## config.mk

```make
export PLATFORM = sky130hd
export DESIGN_NAME = miner_job_ctrl
export DESIGN_NICKNAME = d
export VERILOG_FILES = /design/src/rtl/miner_job_ctrl.sv
export SDC_FILE = /design/constraint.sdc
export NUM_CORES = 1
export LEC_CHECK = 0
export CORE_MARGIN = 1
export CORE_UTILIZATION = 48
export DETAILED_ROUTE_END_ITERATION = 7
export PLACE_DENSITY = 0.7
export SYNTH_ARGS = -nofsm -noshare
export SYNTH_HDL_FRONTEND = slang
export SYNTH_SLANG_ARGS = --single-unit
export TNS_END_PERCENT = 50
```

## constraint.sdc

```tcl
create_clock -name clk -period 4.6 [get_ports clk]
set_input_delay 1.38 -clock clk [delete_from_list [all_inputs] [get_ports clk]]
set_output_delay 1.38 -clock clk [all_outputs]
set_load 0.1 [all_outputs]
```

## src/rtl/miner_job_ctrl.sv

```systemverilog
// miner_job_ctrl: collects byte-serial job headers for a miner and serialises its nonce results
// Ports: clk/rst_n clock and async active-low reset; rx_valid/rx_data/rx_ready job byte input;
// job_valid/job_data one-cycle job issue to the miner; miner_busy/miner_valid/miner_nonce miner status and results;
// tx_valid/tx_data/tx_ready result byte output (LSB first); drop_cnt saturating count of discarded results.
module miner_job_ctrl #(
  parameter int JOB_BYTES   = 76,
  parameter int NONCE_BYTES = 4
) (
  input  logic                   clk,
  input  logic                   rst_n,
  input  logic                   rx_valid,
  input  logic [7:0]             rx_data,
  output logic                   rx_ready,
  output logic                   job_valid,
  output logic [8*JOB_BYTES-1:0] job_data,
  input  logic                   miner_busy,
  input  logic                   miner_valid,
  input  logic [31:0]            miner_nonce,
  output logic                   tx_valid,
  output logic [7:0]             tx_data,
  input  logic                   tx_ready,
  output logic [7:0]             drop_cnt
);
  localparam int CW = $clog2(JOB_BYTES);
  typedef enum logic {COLLECT, ISSUE} state_t;
  state_t state, state_n;
  logic run, rx_acc, rx_last, issue;
  logic [CW-1:0] cnt;
  logic [8*JOB_BYTES-1:0] cbuf;
  logic full, tx_acc, tx_last, take;
  logic [1:0] idx;
  logic [31:0] nbuf;
  // run keeps rx_ready low while reset is held and rises on the first edge after release
  assign rx_ready = run && state == COLLECT;
  assign rx_acc   = rx_valid && rx_ready;
  assign rx_last  = rx_acc && cnt == CW'(JOB_BYTES - 1);
  always_comb begin
    issue   = state == ISSUE && !miner_busy;
    state_n = state == COLLECT ? (rx_last ? ISSUE : COLLECT) : (miner_busy ? ISSUE : COLLECT);
  end
  always_ff @(posedge clk or negedge rst_n)
    if (!rst_n) state <= COLLECT;
    else state <= state_n;
  always_ff @(posedge clk or negedge rst_n)
    if (!rst_n) begin
      run       <= 1'b0;
      cnt       <= '0;
      cbuf      <= '0;
      job_valid <= 1'b0;
      job_data  <= '0;
    end else begin
      run       <= 1'b1;
      job_valid <= issue;
      if (issue) job_data <= cbuf;
      if (rx_acc) begin
        cbuf[{cnt, 3'b000} +: 8] <= rx_data;
        cnt                      <= rx_last ? '0 : cnt + 1'b1;
      end
    end
  assign tx_valid = full;
  assign tx_data  = nbuf[{idx, 3'b000} +: 8];
  assign tx_acc   = full && tx_ready;
  assign tx_last  = tx_acc && idx == 2'(NONCE_BYTES - 1);
  // a new nonce may refill the buffer in the same cycle its last byte leaves, avoiding a bubble
  assign take     = miner_valid && (!full || tx_last);
  always_ff @(posedge clk or negedge rst_n)
    if (!rst_n) begin
      full     <= 1'b0;
      idx      <= '0;
      nbuf     <= '0;
      drop_cnt <= '0;
    end else begin
      if (take) begin
        nbuf <= miner_nonce;
        full <= 1'b1;
        idx  <= '0;
      end else if (tx_last) begin
        full <= 1'b0;
        idx  <= '0;
      end else if (tx_acc) idx <= idx + 1'b1;
      if (miner_valid && !take && drop_cnt != 8'hFF) drop_cnt <= drop_cnt + 1'b1;
    end
endmodule

```

==> results of run 1 <==
-- sequential cells by signal (all words and copies together), names as in the netlist --
register,count
cbuf,608
job_data,608
nbuf,32
drop_cnt,8
cnt,7
idx,2
job_valid,1
run,1
state,1
tx_valid,1
-- worst min path at each step --
stage                     startpoint       endpoint  slack, ns
after floorplan            cbuf[121]      cbuf[121]       0.45
after global placement     cbuf[124]      cbuf[124]       0.47
after detailed placement   cbuf[124]      cbuf[124]       0.48
after CTS                  cbuf[354]  job_data[354]       0.49
after global routing        cbuf[83]       cbuf[83]       0.51
final                      cbuf[411]  job_data[411]       0.49
-- cells in the final DEF (no fill, tap or decap), drive strengths merged, types with 7 or more instances in the layout --
cell type and instances:
mux2i 24, clkbuf 202, o31ai 23, buf 101
nand3 10, or3 17, a21oi 11, dfrtp 1269
mux4 8, xor2 9, clkdlybuf4s50 654, nor2 112
o21ai 32, xnor2 10, nor3 36, nand2 66
inv 31, bufinv 10, ha 7, nand4 12
and2 8, clkinv 23, and3 13, mux2 1203
nand2b 11
-- cell usage after synthesis, drive strengths merged, types with 10 or more instances --
cell,n
mux2,1203
a21oi,11
nand3,10
nand4,12
dfrtp,1269
or3,17
buf,49
clkbuf,111
nand2,66
inv,25
nand2b,11
o21ai,32
xnor2,10
o31ai,23
nor2,112
and3,13
nor3,36
mux2i,24
-- final cells by class --
cell class	count	area (µm²)
Antenna cell	1	2.502
Clock buffer	202	4108
Clock inverter	42	531.8
Fill cell	7723	39210
Inverter	25	93.84
Multi-Input combinational cell	1673	16800
Sequential cell	1269	31760
Tap cell	1368	1712
Timing Repair Buffer	755	7530
-- where the power goes --
group | internal, mW | switching [mW] | total, mW
Sequential | 11.9 | 0.529 | 12.4
Clock | 6.75 | 4.45 | 11.2
Combinational | 1.27 | 3.00 | 4.27
-- routing by layer --
metal	wire, µm	part of all wire [%]	track usage [%]	up-vias
met2	66980	50	43.47	870
met1	52960	39	32.69	15184
met4	4093	3.0	9.016	8
met5	40	0.030	0	-
li1	-	-	-	12547
met3	10460	7.8	7.848	234
-- critical path, cell delays in order (launching register included) --
cell,delay (ns)
dfrtp_1,0.73
inv_1,0.20
ha_1,0.48
o21ai_0,0.47
a221o_1,0.63
buf_4,0.23
nand4_1,0.52
mux2_2,0.49
-- metrics by stage --
step	instance area, µm²	worst slack, ns	power, mW
detailed placement	57890	0.4563	16.84
global placement	57890	0.5003	16.76
global route	62530	0.5758	28.87
finish	62530	0.7215	27.87
floorplan	49270	1.445	15.24
CTS	62530	0.7822	28.08
-- cells by family (layout without fill, tap and decap cells) --
group	count (synthesis)	after routing	share of synthesized area, %
mux	1235	1235	28.35
buf+inv	185	1024	1.569
flops	1269	1269	64.45
fa+ha+maj	7	7	0.1777
simple gates	322	322	3.878
compound gates	89	89	1.196
other cells	1	2	0.007611
xor+xnor	19	19	0.3758
==> flow_metrics.env, run 1 <==
export IMPL_status="complete, no violations"
export IMPL_fin_setup_tns_ns=0
export IMPL_hold_violations=0
export IMPL_syn_avg_cell_area_um2=15.76
export IMPL_clock_sinks=1269
export IMPL_dominantRegCellSynth="dfrtp_1"
export IMPL_power_density_nw_per_um2=445.7
export IMPL_cp_data_required_time_ns=5.21
export IMPL_rr_endpoint="cbuf[200]"
export IMPL_worst_pin_slew_ns=1.300
export IMPL_io_pin_count=673
export IMPL_cts_tree="yes"
export IMPL_endpoint_kind="flip-flop"
export IMPL_num_rows=117
export IMPL_wl_per_cell_um=25.22
export IMPL_yosysTopAreaCellShare_pct=64.45
export IMPL_r2r_start="cnt[0]"
export IMPL_synthCells=3127
export IMPL_vias_per_cell=5.406
export IMPL_ys_ff_latch=1269
export IMPL_yosys_warnings=0
export IMPL_place_congestion=0.8755
export IMPL_grt_pass1_vias=30007
export IMPL_fin_util_pct=61.46
export IMPL_fmaxAchievable_mhz=257.8
export IMPL_worst_r2r_path_depth=7
export IMPL_post_cts_buffers=0
export IMPL_grt_usage_pct=26.24
export IMPL_rsz0062_at_grt="false"
export IMPL_cts_buffers=135
export IMPL_antenna_found_initial=7
export IMPL_crit_fanout=18
export IMPL_max_vdd_ir_drop_mv=0.4884
export IMPL_initial_core_util_pct=48.43
export IMPL_grt_overflow=0
export IMPL_critPathCapture="cbuf[200]"
export IMPL_drt_total_wl_um=134500
export IMPL_fp_dieW_um=322.4
export IMPL_drv_slew=0
export IMPL_clkSlewWorstSetupHoldPaths_ns=0.06
export IMPL_yosysSeqAreaShare_pct=64.45
export IMPL_grt_start_max_net_pins=127
export IMPL_setup_worst_path_start_class="flip-flop"
export IMPL_synth_area_top_cells="dfrtp_1 64%, mux2_2 27%, clkbuf_1 0.84%, nor2_1 0.74%, nor3_4 0.53%"
export IMPL_worstHoldPathCells=1
export IMPL_cp_startpoint="cnt[0]"
export IMPL_die_area_um2=103900
export IMPL_dpl_hpwl_um=95340
export IMPL_drv_cap=0
export IMPL_finalClockSkew_ns=0.01979
export IMPL_cp_arrival_ns=4.49
export IMPL_nets=3912
export IMPL_slew_headroom_pct=13.30
export IMPL_dr_pass1_iters=5
export IMPL_drt_iter0_markers=1764
export IMPL_cts_root_buf="clkbuf_16"
export IMPL_vias=28843
export IMPL_setup_violations=0
export IMPL_hp_class="reg2reg"
export IMPL_grt_pass1_wl_um=199600
export IMPL_ys_async_sr_fraction_pct=100.0
export IMPL_synth_edf_count=0
export IMPL_fin_cells=5335
export IMPL_syn_area_um2=49270
export IMPL_htreeDepth=4
export IMPL_leakagePower_nw=30.26
export IMPL_cts_resized=0
export IMPL_area_growth_pct=26.90
export IMPL_synth_area_leader_cell="dfrtp_1"
export IMPL_synth_fp_nets=3180
export IMPL_final_layout_size_suffix_gt1_share_pct=40.12
export IMPL_clock_latency_ns=0.74
export IMPL_rrSetupSlack_ns=0.72
export IMPL_die_h_um=322.4
export IMPL_crit_type="reg2reg"
export IMPL_final_antenna_net_count=0
export IMPL_synth_cell_types=63
export IMPL_cts_max_path_buffers=3
export IMPL_hold_ws_ns=0.4871
export IMPL_hold_buffers=0
export IMPL_dpl_cell_count=5090
export IMPL_route_detailed_drc=0
export IMPL_numPortBuffers=672
export IMPL_fin_crit_sh_pct=84.32
export IMPL_core_area_um2=101700
export IMPL_period_minus_slack_ns=3.878
Note: power is estimated with default switching activity, not from simulation.
==> inputs of run 2 (changes only) <==
==> constraint.sdc (replaced) <==
create_clock -name clk -period 3.8 [get_ports clk]
set_input_delay 1.14 -clock clk [delete_from_list [all_inputs] [get_ports clk]]
set_output_delay 1.14 -clock clk [all_outputs]
set_load 0.1 [all_outputs]
==> run 2 against run 1 <==
Via count is 0.27% higher. Largest cell class unchanged. Critical endpoint is now cbuf[219]. Clock skew hardly changed. Die area unchanged. Sequential power rose by 21%. Non-clock buffer count rose by 58.
==> flow_metrics.env, run 2 (synthesis gave the netlist of run 1 again) <==
export IMPL_grt_start_max_net_pins=111
export IMPL_drt_iter0_markers=1576
export IMPL_endpoint_kind="flip-flop"
export IMPL_core_area_um2=101700
export IMPL_die_h_um=322.4
export IMPL_dpl_hpwl_um=96810
export IMPL_swShare_pct=29.14
export IMPL_initial_core_util_pct=48.43
export IMPL_num_rows=117
export IMPL_io_pin_count=673
export IMPL_period_minus_slack_ns=3.471
export IMPL_cts_root_buf="clkbuf_16"
export IMPL_clock_sinks=1269
export IMPL_post_cts_buffers=0
export IMPL_cts_max_path_buffers=3
export IMPL_layout_common_cells="1269 x dfrtp_1, 1197 x mux2_2, 731 x buf_4"
export IMPL_hold_buffers=0
export IMPL_final_area_um2=61290
export IMPL_pre_cts_slack_ns=0.05827
export IMPL_route_detailed_drc=0
export IMPL_dr_pass1_iters=7
export IMPL_max_vdd_ir_drop_mv=0.6865
export IMPL_grt_overflow=0
export IMPL_nets=3969
export IMPL_cts_tree="yes"
export IMPL_wl_per_cell_um=24.82
export IMPL_drv_cap=0
export IMPL_crit_fanout=17
export IMPL_combinationalPowerShare_pct=15.9
export IMPL_dpl_instance_area_um2=57000
export IMPL_final_layout_size_suffix_gt1_share_pct=55.96
export IMPL_crit_type="reg2reg"
export IMPL_clkSlewWorstSetupHoldPaths_ns=0.06
export IMPL_fin_setup_tns_ns=0
export IMPL_place_congestion=0.8488
export IMPL_hold_ws_ns=0.3701
export IMPL_final_antenna_net_count=0
export IMPL_power_density_nw_per_um2=536.3
export IMPL_grt_pass1_wl_um=199400
export IMPL_vias_per_cell=5.363
export IMPL_leakagePower_nw=31.69
export IMPL_area_growth_pct=24.38
export IMPL_intPower_mw=23.29
export IMPL_cp_arrival_ns=4.07
export IMPL_fp_dieW_um=322.4
export IMPL_multi_input_area_um2=16800
export IMPL_fin_crit_sh_pct=91.34
export IMPL_vias=28921
export IMPL_fmaxAchievable_mhz=288.1
export IMPL_numPortBuffers=672
export IMPL_antenna_found_initial=4
export IMPL_fillers=7978
export IMPL_layout_commonest_cell="dfrtp_1"
export IMPL_clock_power_share_pct=38.5
export IMPL_slew_headroom_pct=28.08
export IMPL_seqPwrFrac_pct=45.6
export IMPL_setup_worst_path_start_class="flip-flop"
export IMPL_setup_violations=0
export IMPL_fin_util_pct=60.24
export IMPL_cts_buffers=134
export IMPL_grt_usage_pct=26.05
export IMPL_hold_violations=0
export IMPL_drv_slew=0
export IMPL_seqCellArea_um2=31760
export IMPL_cts_resized=0
export IMPL_grt_pass1_vias=29982
export IMPL_die_area_um2=103900
export IMPL_switchingPower_mw=9.578
export IMPL_worst_pin_slew_ns=1.079
export IMPL_hp_class="in2async"
export IMPL_finalClockSkew_ns=0.02010
export IMPL_rrSetupSlack_ns=0.33
export IMPL_cp_data_required_time_ns=4.40
export IMPL_clock_latency_ns=0.73
export IMPL_drt_total_wl_um=133900
export IMPL_status="complete, no violations"
export IMPL_rsz0062_at_grt="false"
export IMPL_top_regs="cbuf: 608 flops, job_data: 608 flops, nbuf: 32 flops"
export IMPL_htreeDepth=4
export IMPL_worst_slack_ns=0.3290
-- run 2: cell types whose count changed in the layout (fill, tap and decap cells not counted), moves of 2 or more --
cell             previous run  this run
clkbuf_1                   26        40
clkbuf_16                 141       137
bufinv_16                  10         3
clkbuf_8                   35        24
buf_12                     18        36
clkinv_2                   19        25
buf_4                      74       731
clkdlybuf4s50_1           654        37
clkinv_8                    2         4
-- run 2: path summary, 6_finish.rpt --
kind	depth (start not counted)	end	startpoint
setup / recovery	7	cbuf[219]	cnt[1]
hold / removal	1	drop_cnt[5]	rst_n
setup reg to reg	7	cbuf[219]	cnt[1]
hold reg to reg	1	job_data[233]	cbuf[233]
max in group asynchronous	2	job_data[248]	rst_n
min in group clk	1	job_data[233]	cbuf[233]
-- run 2: critical path: stages (launching register included) --
cell and delay, ns:
dfrtp_1 0.57, inv_1 0.14, ha_1 0.22, buf_4 0.20, o21ai_0 0.42, a221o_1 0.69, nand4_1 0.63, mux2_2 0.48
-- run 2: area by class of cell --
| cell class | instances | area share (%) |
|---|---|---|
| flip-flops and latches | 1269 | 51.82 |
| multi-input cells | 1673 | 27.41 |
| repair buffers | 813 | 10.84 |
| clock buffers | 201 | 6.378 |
| well taps | 1368 | 2.793 |
| clock inverters | 43 | 0.6063 |
| inverters | 25 | 0.1531 |
| diodes | 1 | 0.004083 |
-- run 2: layer usage --
layer	routed length [µm]	part of all wire [%]	global-route usage, %	vias up
li1	-	-	-	12685
met1	53660	40	32.99	15200
met2	66470	50	43.18	834
met3	10230	7.6	7.704	198
met4	3469	2.6	7.735	4
met5	28	0.021	0	-
-- run 2: through the flow --
step           instances  total power, mW
6_report            5393            32.87
2_1_floorplan       3127            18.45
3_3_place_gp        5148            20.38
5_1_grt             5392            34.11
3_5_place_dp        5148            20.46
4_1_cts             5392            33.17
-- run 2: power by group through the flow --
stage | registers (mW) | logic (mW) | clock network [mW]
after floorplan | 15.2 | 3.28 | 0
after CTS | 15.0 | 5.26 | 12.9
after detailed placement | 15.2 | 5.25 | 0
after global placement | 15.2 | 5.19 | 0
after global routing | 15.1 | 5.57 | 13.5
final | 15.0 | 5.23 | 12.7
